## src/rtl/pac_slot_master.sv

```systemverilog
// pac_slot_master: MSX slot bus initiator for ESE PAC reads, writes and SRAM unlock/lock sequences.
// Define PAC_UNLOCK_EN to enable ops 10/11; otherwise they are rejected with RSP_ERR.
module pac_slot_master #(
  parameter int STROBE_CYCLES = 3
) (
  input  logic        SLT_CLOCK,
  input  logic        SLT_RESET,
  input  logic        CMD_VALID,
  output logic        CMD_READY,
  input  logic [1:0]  CMD_OP,
  input  logic [15:0] CMD_ADDR,
  input  logic [7:0]  CMD_WDATA,
  output logic        RSP_VALID,
  output logic [7:0]  RSP_RDATA,
  output logic        RSP_ERR,
  output logic        UNLOCKED,
  output logic        SLT_SLTSL,
  output logic        SLT_RDn,
  output logic        SLT_WEn,
  output logic [15:0] SLT_A,
  output logic [7:0]  SLT_D_OUT,
  output logic        SLT_D_OE,
  input  logic [7:0]  SLT_D_IN
);
`ifdef PAC_UNLOCK_EN
  localparam bit UNLOCK = 1'b1;
`else
  localparam bit UNLOCK = 1'b0;
`endif
  // The responder samples strobes on a clock edge, so fewer than two cycles is unsafe.
  localparam int SC = (STROBE_CYCLES < 2) ? 2 : STROBE_CYCLES;
  localparam int CW = $clog2(SC);
  typedef enum logic [2:0] {IDLE, SETUP, STROBE, HOLD, RECOVER, RESP} state_t;
  state_t        state_q;
  logic [CW-1:0] cnt_q;
  logic          wr_q, seq_q;
  logic [7:0]    d2_q, sha_q, shb_q;
  logic          acc, rej;
  assign acc = CMD_VALID && CMD_READY;
  assign rej = CMD_OP[1] && !UNLOCK;
  always_ff @(posedge SLT_CLOCK or posedge SLT_RESET) begin
    if (SLT_RESET) begin
      state_q   <= IDLE;
      cnt_q     <= '0;
      wr_q      <= 1'b0;
      seq_q     <= 1'b0;
      d2_q      <= 8'h00;
      sha_q     <= 8'h00;
      shb_q     <= 8'h00;
      CMD_READY <= 1'b0;
      RSP_VALID <= 1'b0;
      RSP_RDATA <= 8'h00;
      RSP_ERR   <= 1'b0;
      UNLOCKED  <= 1'b0;
      SLT_SLTSL <= 1'b1;
      SLT_RDn   <= 1'b1;
      SLT_WEn   <= 1'b1;
      SLT_A     <= 16'h0000;
      SLT_D_OUT <= 8'h00;
      SLT_D_OE  <= 1'b0;
    end else begin
      RSP_VALID <= 1'b0;
      UNLOCKED  <= (sha_q == 8'h4D) && (shb_q == 8'h69);
      case (state_q)
        IDLE: begin
          CMD_READY <= !acc;
          if (acc && rej) begin
            state_q   <= RESP;
            RSP_VALID <= 1'b1;
            RSP_ERR   <= 1'b1;
          end else if (acc) begin
            state_q   <= SETUP;
            wr_q      <= CMD_OP != 2'b00;
            seq_q     <= CMD_OP[1];
            d2_q      <= CMD_OP[0] ? 8'h00 : 8'h69;
            SLT_SLTSL <= 1'b0;
            SLT_D_OE  <= CMD_OP != 2'b00;
            SLT_A     <= CMD_OP[1] ? 16'h5FFE : CMD_ADDR;
            SLT_D_OUT <= CMD_OP == 2'b10 ? 8'h4D : CMD_OP == 2'b11 ? 8'h00 :
                         CMD_OP == 2'b01 ? CMD_WDATA : SLT_D_OUT;
          end
        end
        SETUP: begin
          state_q <= STROBE;
          cnt_q   <= '0;
          SLT_RDn <= wr_q;
          SLT_WEn <= !wr_q;
        end
        STROBE: begin
          cnt_q <= cnt_q + 1'b1;
          if (cnt_q == CW'(SC - 1)) begin
            state_q <= HOLD;
            SLT_RDn <= 1'b1;
            SLT_WEn <= 1'b1;
            if (!wr_q) RSP_RDATA <= SLT_D_IN;
          end
        end
        HOLD: begin
          state_q   <= RECOVER;
          SLT_SLTSL <= 1'b1;
          SLT_D_OE  <= 1'b0;
          if (wr_q && SLT_A == 16'h5FFE) sha_q <= SLT_D_OUT;
          if (wr_q && SLT_A == 16'h5FFF) shb_q <= SLT_D_OUT;
        end
        RECOVER: begin
          if (seq_q) begin
            state_q   <= SETUP;
            seq_q     <= 1'b0;
            SLT_A     <= 16'h5FFF;
            SLT_D_OUT <= d2_q;
            SLT_SLTSL <= 1'b0;
            SLT_D_OE  <= 1'b1;
          end else begin
            state_q   <= RESP;
            RSP_VALID <= 1'b1;
            RSP_ERR   <= 1'b0;
          end
        end
        RESP: begin
          state_q   <= IDLE;
          CMD_READY <= 1'b1;
        end
        default: state_q <= IDLE;
      endcase
    end
  end
endmodule

```

## config.mk

```make
export PLATFORM = sky130hd
export DESIGN_NAME = pac_slot_master
export DESIGN_NICKNAME = d
export VERILOG_FILES = /design/src/rtl/pac_slot_master.sv
export SDC_FILE = /design/constraint.sdc
export NUM_CORES = 1
export LEC_CHECK = 0
export ABC_AREA = 0
export CORE_UTILIZATION = 62
export CTS_CLUSTER_DIAMETER = 120
export DETAILED_ROUTE_END_ITERATION = 10
export DONT_BUFFER_PORTS = 1
export GPL_ROUTABILITY_DRIVEN = 0
export PLACE_DENSITY = 0.81
export SKIP_CTS_REPAIR_TIMING = 1
export SLEW_MARGIN = 20
export SYNTH_ARGS = -nofsm -noshare
export SYNTH_HDL_FRONTEND = slang
export SYNTH_SLANG_ARGS = --single-unit
```

## constraint.sdc

```tcl
create_clock -name SLT_CLOCK -period 2.9 [get_ports SLT_CLOCK]
set_clock_uncertainty 0.15 [all_clocks]
set_input_delay 0.435 -clock SLT_CLOCK [delete_from_list [all_inputs] [get_ports SLT_CLOCK]]
set_output_delay 0.435 -clock SLT_CLOCK [all_outputs]
set_load 0.05 [all_outputs]
```

==> impl_metrics.yaml <==
setup_path:
  startpoint_type: "register"
  worst-endpoint-required_ns: 2.96
  path_max_fanout: 8
  end_kind: "register"
  cp_data_arrival_time_ns: 2.22
  critical_path_class: "register to register"
synthesis:
  async_reset_ff_frac: 1.00
  synth_area_leaders: "dfrtp_1, mux2_2, nor2_1, a21oi_1, mux2_1"
  synth_top_area_frac: 0.548
  syn_avg_cell_area_um2: 11.1
  synth_edf_count: 0
  yosysWarnings: 0
  synthFlopType: "dfrtp_1"
  synthCells: 251
  ys_seq_elements: 64
  ys_types: 39
  yosysTopAreaCell: "dfrtp_1"
  synth_nets: 289
  seq_area_frac_synth: 0.576
  syn_area_um2: 2790
cells_and_area:
  final_common_cell: "dfrtp_1"
  final_cell_mix: "dfrtp_1, nor2_1, a21oi_1"
  n_antenna_cell: 0
  drive_gt1_frac: 0.235
  final_nets: 311
  area_growth_syn_to_layout_pct: 13.5
global_routing:
  antenna_found_initial: 0
  gr-usage-all-layers: 0.256
  overflow: 0
  grt_max_degree: 34
  grt_pass1_wl_um: 9330
  grt_pass1_vias: 1929
worst_hold_path:
  hold_class: "input port to register"
cts:
  cts_root_buf: "clkbuf_8"
  cts_buffers: 9
  cts_buffer_depth: 2
  h-tree-depth: 3
  cts_tree: "yes"
  insertion_delay_ns: 0.33
  cts_sinks: 64
  clkTransAtPathRegs_ns: 0.06
route:
  ant_nets: 0
  drtPass1Iterations: 7
  wl_um: 5510
  post_drt_wl_per_cell_um: 16.7
  via_per_inst: 5.89
  drc_errors: 2
  via_count: 1939
  initialDrtViolationCount: 94
timing:
  fin_crit_sh: 0.746
  hold_violations: 0
  relSlewSlack: 0.537
  finalMaxSlewViolations: 0
  fmax_ghz: 0.462
  tightest_slew_ns: 0.692
  setup_violations: 0
  setup_tns_ns: 0
  rsz0062_at_grt: "no"
  period_minus_slack_ns: 2.16
die:
  chipHeight_um: 69.0
  initial_core_util: 0.644
  row_count: 24
  core_um2: 4320
  die-area_um2: 4760
  die_w_um: 69.0
  io_pins: 77
place:
  io_buffers: 0
  dp_hpwl_um: 3940
status:
  violations: "DRC"
  status: "finished with violations"
power_and_ir_drop:
  power_uw: 3980
  power.density_nw_per_um2: 1260
  vdd_drop_max_mv: 0.721
  leakage_uw: 0.00144
  clkPwrFrac: 0.167
  p_int_uw: 2020
  comb_power_share: 0.322
  swShare: 0.493
  seqPwrFrac: 0.510
  power.switching_uw: 1960
run:
  drv_cap: 0
## sequential cells by signal (all words and copies together) (netlist names), 2 cells and up
name,flops
RSP_RDATA,8
SLT_A,16
SLT_D_OUT,8
cnt_q,2
sha_q,8
shb_q,8
state_q,3
## critical path, cell delays in order (launching register included)
cell and delay, ns:
dfrtp_1 0.37, nand4_1 0.13, nor4_1 0.49, nand4_1 0.48
mux2_2 0.43
## synthesized netlist by cell type (all sizes together) (2+ instances only)
master and count:
a21oi 23, a41oi 2, and2 2, buf 4, clkbuf 8, dfrtp 61
dfstp 3, inv 16, mux2 28, mux2i 7, nand2 17, nand3 2
nand4 4, nand4b 2, nor2 34, nor2b 3, nor3 3, nor3b 2
nor4b 2, o21ai 10, o221ai 2, o31ai 2
## path summary, 6_finish.rpt
path	start	endpoint	slack, ns	depth (start not counted)
min in group asynchronous	SLT_RESET	state_q[0]$_DFFE_PP0P_	0.52	2
max reg2reg	SLT_A[4]$_DFFE_PP0P_	shb_q[0]$_DFFE_PP0P_	0.74	4
max in group asynchronous	SLT_RESET	SLT_SLTSL$_DFFE_PP1P_	1.41	3
min reg2reg	cnt_q[0]$_DFFE_PP0P_	cnt_q[0]$_DFFE_PP0P_	0.33	2
min	CMD_OP[0]	d2_q[5]$_DFFE_PP0P_	0.06	1
max	SLT_A[4]$_DFFE_PP0P_	shb_q[0]$_DFFE_PP0P_	0.74	4
## layer usage
metal	wire length, um	vias to the layer above	GRT usage	part of all wire
met2	2660	71	0.383	0.48
met1	2370	953	0.345	0.43
met5	0	-	0	0
met3	367	7	0.0848	0.067
li1	-	908	-	-
met4	110	0	0.104	0.020
## cell families after synthesis
family,share of synthesized area
AND/OR/NAND/NOR,0.141
XOR/XNOR,0.00315
multiplexers,0.138
AO/OA/AOI/OAI,0.0970
buffers and inverters,0.0395
adder cells (fa/ha/maj),0.00449
flip-flops,0.576
## power by group through the flow
stage | sequential (uW) | clock, uW | combinational [uW]
2_1_floorplan | 2340 | 0 | 607
3_3_place_gp | 2030 | 0 | 1250
3_5_place_dp | 2050 | 0 | 1280
4_1_cts | 2040 | 677 | 1290
5_1_grt | 2080 | 715 | 1400
6_report | 2030 | 667 | 1280
## final cells by class
type | count | area (um^2)
clock buffer | 12 | 155
clock inverter | 3 | 17.5
fill | 328 | 1160
inverter | 16 | 60.1
multi-input combinational | 159 | 1070
sequential | 64 | 1610
tap | 52 | 65.1
timing repair buffer | 23 | 188
## per-stage QoR
step	hold WS [ns]	instances	instance area, um^2	util	worst slack [ns]
floorplan	0.298	251	2790	-	0.722
global placement	0.313	313	2980	0.689	0.709
detailed placement	0.315	313	2980	0.689	0.690
CTS	-0.0395	328	3150	0.729	0.726
global route	0.0458	329	3160	0.731	0.596
finish	0.0643	329	3160	0.731	0.737
No activity file was read; power rests on OpenSTA's default activity.
